### src/rtl/bcd_to_bin_seq.sv
// -----------------------------------------------------------------------------
// bcd_to_bin_seq
//
// Purpose:
//   Sequential packed-BCD to binary converter that uses the reverse
//   double-dabble algorithm. Each clock in CONV shifts the working register
//   right by one bit. Any BCD digit of the shifted value that is >= 8 then
//   has 3 subtracted from it. After BIN_W shifts, the binary field holds the
//   result. Requests that contain a non-decimal digit are rejected at once
//   and flagged with err. This block converts keypad and time-set entries
//   back into binary for the clock counters.
//
// Ports:
//   clk      in   system clock, rising edge
//   rst_n    in   asynchronous active-low reset
//   start    in   conversion request, sampled only when busy=0
//   bcd_in   in   packed BCD, digit 0 in bits [3:0]
//   busy     out  high while a conversion is shifting (CONV state)
//   done     out  one-cycle pulse when bin_out and err are updated
//   err      out  1 = last request contained a digit > 9
//   bin_out  out  binary result, held until the next done
// -----------------------------------------------------------------------------
`timescale 1ns/1ps

module bcd_to_bin_seq #(
  parameter int DIGITS = 4,
  parameter int BIN_W  = 14,  // ceil(log2(10^DIGITS))
  parameter int CNT_W  = 4    // 2^CNT_W > BIN_W
) (
  input  logic                  clk,
  input  logic                  rst_n,
  input  logic                  start,
  input  logic [4*DIGITS-1:0]   bcd_in,
  output logic                  busy,
  output logic                  done,
  output logic                  err,
  output logic [BIN_W-1:0]      bin_out
);

  localparam int BCD_W = 4 * DIGITS;
  localparam int R_W   = BCD_W + BIN_W;
  localparam logic [CNT_W-1:0] LAST_CNT = CNT_W'(BIN_W - 1);

  typedef enum logic [1:0] {
    IDLE = 2'd0,
    CONV = 2'd1,
    DONE = 2'd2
  } state_e;

  state_e             state_q, state_d;
  logic [R_W-1:0]     r_q, r_d;          // {bcd field, binary field}
  logic [CNT_W-1:0]   cnt_q, cnt_d;
  logic [BIN_W-1:0]   bin_out_q, bin_out_d;
  logic               err_q, err_d;

  logic               bad_digit;
  logic [R_W-1:0]     r_shift;
  logic [R_W-1:0]     r_corr;

  // Input validation: flag any digit above 9 using a full 4-bit compare.
  always_comb begin
    // NOTE: every signal written in a combinational block gets a default
    // first, so no path leaves it unassigned and no latch is inferred.
    bad_digit = 1'b0;
    for (int i = 0; i < DIGITS; i++) begin
      if (bcd_in[4*i +: 4] > 4'd9) begin
        bad_digit = 1'b1;
      end
    end
  end

  // One reverse double-dabble step: shift right, then correct the digits.
  // The top digit always receives a 0 in its MSB, and subtraction happens
  // only on values >= 8, so the subtract-3 can never wrap.
  always_comb begin
    r_shift = r_q >> 1;
    r_corr  = r_shift;
    for (int i = 0; i < DIGITS; i++) begin
      if (r_shift[BIN_W + 4*i +: 4] >= 4'd8) begin
        r_corr[BIN_W + 4*i +: 4] = r_shift[BIN_W + 4*i +: 4] - 4'd3;
      end
    end
  end

  // Next-state and datapath control.
  always_comb begin
    state_d   = state_q;
    r_d       = r_q;
    cnt_d     = cnt_q;
    bin_out_d = bin_out_q;
    err_d     = err_q;

    unique case (state_q)
      IDLE, DONE: begin
        // DONE accepts a new request just as IDLE does, which lets
        // conversions run back to back.
        state_d = IDLE;
        if (start) begin
          if (bad_digit) begin
            state_d   = DONE;
            err_d     = 1'b1;
            bin_out_d = '0;
          end else begin
            state_d = CONV;
            r_d     = {bcd_in, {BIN_W{1'b0}}};
            cnt_d   = '0;
          end
        end
      end

      CONV: begin
        r_d   = r_corr;
        cnt_d = cnt_q + CNT_W'(1);
        if (cnt_q == LAST_CNT) begin
          // This is the last shift. The binary field of the corrected value
          // is already final, because correction only touches BCD digits.
          state_d   = DONE;
          bin_out_d = r_corr[BIN_W-1:0];
          err_d     = 1'b0;
        end
      end

      default: begin
        state_d = IDLE;
      end
    endcase
  end

  // NOTE: sequential state uses non-blocking assignments only, so every flop
  // samples values from before the edge, whatever the statement order.
  always_ff @(posedge clk or negedge rst_n) begin
    if (!rst_n) begin
      state_q   <= IDLE;
      r_q       <= '0;
      cnt_q     <= '0;
      bin_out_q <= '0;
      err_q     <= 1'b0;
    end else begin
      state_q   <= state_d;
      r_q       <= r_d;
      cnt_q     <= cnt_d;
      bin_out_q <= bin_out_d;
      err_q     <= err_d;
    end
  end

  assign busy    = (state_q == CONV);
  assign done    = (state_q == DONE);
  assign err     = err_q;
  assign bin_out = bin_out_q;

endmodule

### config.mk
export PLATFORM = sky130hd
export DESIGN_NAME = bcd_to_bin_seq
export DESIGN_NICKNAME = d
export VERILOG_FILES = /design/src/rtl/bcd_to_bin_seq.sv
export SDC_FILE = /design/constraint.sdc
export NUM_CORES = 1
export LEC_CHECK = 0
export CELL_PAD_IN_SITES_DETAIL_PLACEMENT = 0
export CELL_PAD_IN_SITES_GLOBAL_PLACEMENT = 2
export CORE_UTILIZATION = 25
export DETAILED_ROUTE_END_ITERATION = 10
export GPL_TIMING_DRIVEN = 0
export PLACE_DENSITY = 0.62
export SKIP_LAST_GASP = 1
export SLEW_MARGIN = 20
export SYNTH_ARGS = -nofsm -noshare
export SYNTH_HDL_FRONTEND = slang
export SYNTH_SLANG_ARGS = --single-unit
export TNS_END_PERCENT = 1
### constraint.sdc
create_clock -name clk -period 2.2 [get_ports clk]
set_input_delay 0.44 -clock clk [delete_from_list [all_inputs] [get_ports clk]]
set_output_delay 0.44 -clock clk [all_outputs]
set_load 0.1 [all_outputs]
==> metrics.csv <==
stage,metric,value,unit
outcome,run status,"complete, but fails checks",
outcome,violated checks,"design-rule violations, negative setup slack",
sta,"Hold Violations, Final",0,
floorplanning,Total Die Area,9670,sq um
sta,worst-margin pin slew,0.971,ns
critical_path,reg2reg end,bin_out[6],
grt,total global routing track utilization,13.5,%
power_and_ir_drop,power density of the placed cells,967,nW/um^2
synth,"Cell Area, Synth",2320,sq um
clocking,number of sinks driven by the clock tree,50,
grt,total gr overflow,0,
power_and_ir_drop,Total Power Consumption,2.82,mW
critical_path,instance count on the critical path,1,
cells_and_area,Ant. Diodes,0,
drt,number of vias per cell after detailed routing,4.83,
synth,net count after synthesis,226,
clocking,H-Tree Depth,2,
floorplanning,core footprint,8850,sq um
run,reported max-cap violation count,0,
cells_and_area,final instance count without filler cells,350,
critical_path,cell-by-cell listing of the critical path,clkdlybuf4s50_1,
synth,Synth warnings,0,
synth,number of distinct library cell variants in the gate-level netlist after synthesis,36,
grt,first-pass GRT wire length,10.1,mm
clocking,clock transition at the registers of the reported paths,0.10,ns
synth,synthesized netlist cell count,199,
sta,Peak Freq,441,MHz
cells_and_area,synth-to-layout area growth,25.4,%
sta,Final setup viols,14,
critical_path,family of cells with the greatest summed delay on the critical path,buffers and inverters,
clocking,clock latency on the worst-skew pair,0.30,ns
critical_path,required time at the endpoint of the critical path,1.76,ns
critical_path,category of the most critical setup path,flip-flop to output port,
synth,share of flip-flops with an asynchronous set or reset after synthesis,100,%
cells_and_area,fraction of final layout cells sized beyond drive strength 1,12.4,%
critical_path,Critical R2R Launch,cnt_q[0],
floorplanning,io pins,36,
clocking,number of setup buffers added after CTS,0,
critical_path,largest fanout on the critical path,2,
sta,max-slew violation count,0,
clocking,hold bufs inserted after CTS,0,
drt,detailed-route via count,1689,
drt,per-cell routed wire length,17.3,um
synth,sequential cell area fraction in the yosys report,53.9,%
grt,pin count of the biggest net entering global routing,51,
sta,unrepaired setup endpoints after global routing,yes,
place,cell count after placement,342,
sta,headroom to the max-slew limit,35.1,%
drt,Detailed Routing Iterations Pass 1,9,
synth,Mean Syn Cell Area,11.7,sq um
clocking,Clk Tree Root Cell,sky130_fd_sc_hd__clkbuf_8,
sta,share of the clock period used by the worst path after layout,103,%
power_and_ir_drop,maximum resistive drop on vdd,0.320,mV
clocking,clock tree from TritonCTS,yes,
critical_path,buffer and inverter count on the worst path,1,
drt,"wirelength, routed",6.05,mm
sta,final setup margin,-0.0658,ns
critical_path,slowest CP cell,sky130_fd_sc_hd__clkdlybuf4s50_1,
critical_path,data arrival time of the critical path,1.83,ns
power_and_ir_drop,leakage power,1.31,nW
place,Placer Congestion,0.694,
floorplanning,Cell Rows,34,
critical_path,crit end category,output port,
sta,min Tclk post-route,2.27,ns
place,detailed-placement wirelength estimate,3.92,mm
critical_path,slowest cell delay on critical path,1.14,ns
floorplanning,Die H,98.4,um
grt,via count of the first global-routing pass,1784,
cells_and_area,fill count,923,
hold_path,HP Class,input port to async pin,
synth,number of enable-type register cells in the synthesized netlist,0,
clocking,CTS buffer count,5,
clocking,clock buffer depth,2,
grt,number of antenna violations at the first check in global routing,0,
critical_path,FF-to-FF setup slack,0.49,ns
drt,DRC viols,1,
floorplanning,initial core utilization,26.2,%
drt,DRT iter0 DRCs,110,
critical_path,reg2reg path depth,7,
cells_and_area,multi-input gate area in the final layout,940,sq um
sta,Final Skew,0.00704,ns
critical_path,crit start category,flip-flop,
cells_and_area,Sequential cell area,1250,sq um
place,number of I/O port buffers,35,
synth,post-synthesis register bit count,50,
synth,Main synth FF type,sky130_fd_sc_hd__dfrtp_1,
cells_and_area,nets@finish,268,
floorplanning,width of the die,98.4,um
drt,remaining antenna violation count after routing,0,
stage by stage:
stage	TNS [ns]	area [sq um]	utilization (%)	worst slack, ns	hold slack [ns]
after global placement	-54.68	2810	31.7	-1.05	0.488
final	-0.623	2910	32.9	-0.0658	0.163
after detailed placement	-1.72	2800	31.7	-0.673	0.485
after CTS	-1.18	2900	32.8	-0.185	0.189
after floorplan	0	2320	-	0.0383	0.144
after global routing	-1.47	2910	32.9	-0.120	0.204
cell usage after synthesis (2+ instances only):
cell                       count  area, sq um
sky130_fd_sc_hd__dfrtp_1      50         1250
sky130_fd_sc_hd__a22o_1       27          236
sky130_fd_sc_hd__o21ai_0      11         55.1
sky130_fd_sc_hd__nor2_1       10         37.5
sky130_fd_sc_hd__inv_1         9         33.8
sky130_fd_sc_hd__buf_2         8         40.0
sky130_fd_sc_hd__ha_1          8          100
sky130_fd_sc_hd__nand3_1       8         40.0
sky130_fd_sc_hd__a31oi_1       7         43.8
sky130_fd_sc_hd__a21oi_1       6         30.0
sky130_fd_sc_hd__a221o_1       6         60.1
sky130_fd_sc_hd__xnor2_1       6         52.6
sky130_fd_sc_hd__buf_6         4         45.0
sky130_fd_sc_hd__nor2b_1       4         25.0
sky130_fd_sc_hd__a22oi_1       3         22.5
sky130_fd_sc_hd__and4_1        3         26.3
sky130_fd_sc_hd__mux2_2        3         33.8
sky130_fd_sc_hd__mux2i_1       3         30.0
sky130_fd_sc_hd__nand2_1       3         11.3
sky130_fd_sc_hd__and3_1        2         12.5
sky130_fd_sc_hd__clkbuf_1      2         7.51
sky130_fd_sc_hd__nand2b_1      2         12.5
cell usage in the layout (no fill, tap or decap), types with 2 or more instances in the layout:
cell type                         netlist  layout
sky130_fd_sc_hd__mux2_2                 3       3
sky130_fd_sc_hd__a22o_1                27      27
sky130_fd_sc_hd__a22oi_1                3       3
sky130_fd_sc_hd__buf_2                  8       6
sky130_fd_sc_hd__and3_1                 2       2
sky130_fd_sc_hd__nand3_1                8       8
sky130_fd_sc_hd__nand2_1                3       3
sky130_fd_sc_hd__clkbuf_1               2       2
sky130_fd_sc_hd__dfrtp_1               50      50
sky130_fd_sc_hd__clkbuf_8               0       6
sky130_fd_sc_hd__buf_6                  4       5
sky130_fd_sc_hd__and4_1                 3       3
sky130_fd_sc_hd__nor2b_1                4       4
sky130_fd_sc_hd__nand2b_1               2       2
sky130_fd_sc_hd__buf_4                  0       2
sky130_fd_sc_hd__nor2_1                10      10
sky130_fd_sc_hd__mux2i_1                3       3
sky130_fd_sc_hd__ha_1                   8       8
sky130_fd_sc_hd__o21ai_0               11      11
sky130_fd_sc_hd__inv_1                  9       9
sky130_fd_sc_hd__clkdlybuf4s50_1        0      31
sky130_fd_sc_hd__xnor2_1                6       6
sky130_fd_sc_hd__a21oi_1                6       6
sky130_fd_sc_hd__a221o_1                6       6
sky130_fd_sc_hd__a31oi_1                7       7
power by group:
part	internal, mW	leakage (nW)	switching (mW)
combinational	0.417	0.608	0.405
sequential	1.14	0.649	0.253
clock	0.260	0.0478	0.335
total	1.82	1.31	0.994
flip-flops by register name, indices dropped and copies added (netlist names):
signal   cells
bin_out     14
cnt_q        4
err          1
r_q         29
state_q      2
area by class of cell:
type / count / area share [%]
inverter: 10 / 1.29
buffer: 14 / 3.35
timing repair buffer: 35 / 12.0
clock inverter: 2 / 0.559
clock buffer: 6 / 2.84
sequential: 50 / 43.0
tap: 108 / 4.64
multi-input combinational: 125 / 32.3
cells by family (layout without fill, tap and decap cells):
logic type	after synthesis	in the layout	share of synthesized area [%]
xor+xnor	7	7	2.64
mux	6	6	2.75
buf+inv	24	67	5.61
flops	50	50	53.9
compound gates	67	67	22.0
simple gates	37	37	8.79
fa+ha+maj	8	8	4.31
how the worst max path moves through the flow:
stage	startpoint	to	slack, ns
3_3_place_gp	rst_n	bin_out[8]	-1.05
2_1_floorplan	state_q[0]	done	0.04
6_report	bin_out[12]	bin_out[12]	-0.07
5_1_grt	bin_out[12]	bin_out[12]	-0.12
4_1_cts	state_q[1]	busy	-0.19
3_5_place_dp	state_q[1]	busy	-0.67
metal layers:
metal	track usage [%]	vias up	wire [um]	share of wire, %
met5	0	-	0	0
met4	2.41	0	26	0.43
met3	3.15	2	239	4.0
met2	19.4	44	2580	43
met1	20.6	830	3210	53
li1	-	813	-	-
repair_timing:
action / CTS / global route
endpoints found under the setup margin: 17 / 17
gates cloned: 0 / 0
resized for setup: 7 / 5
(Power assumes the default switching activity.)
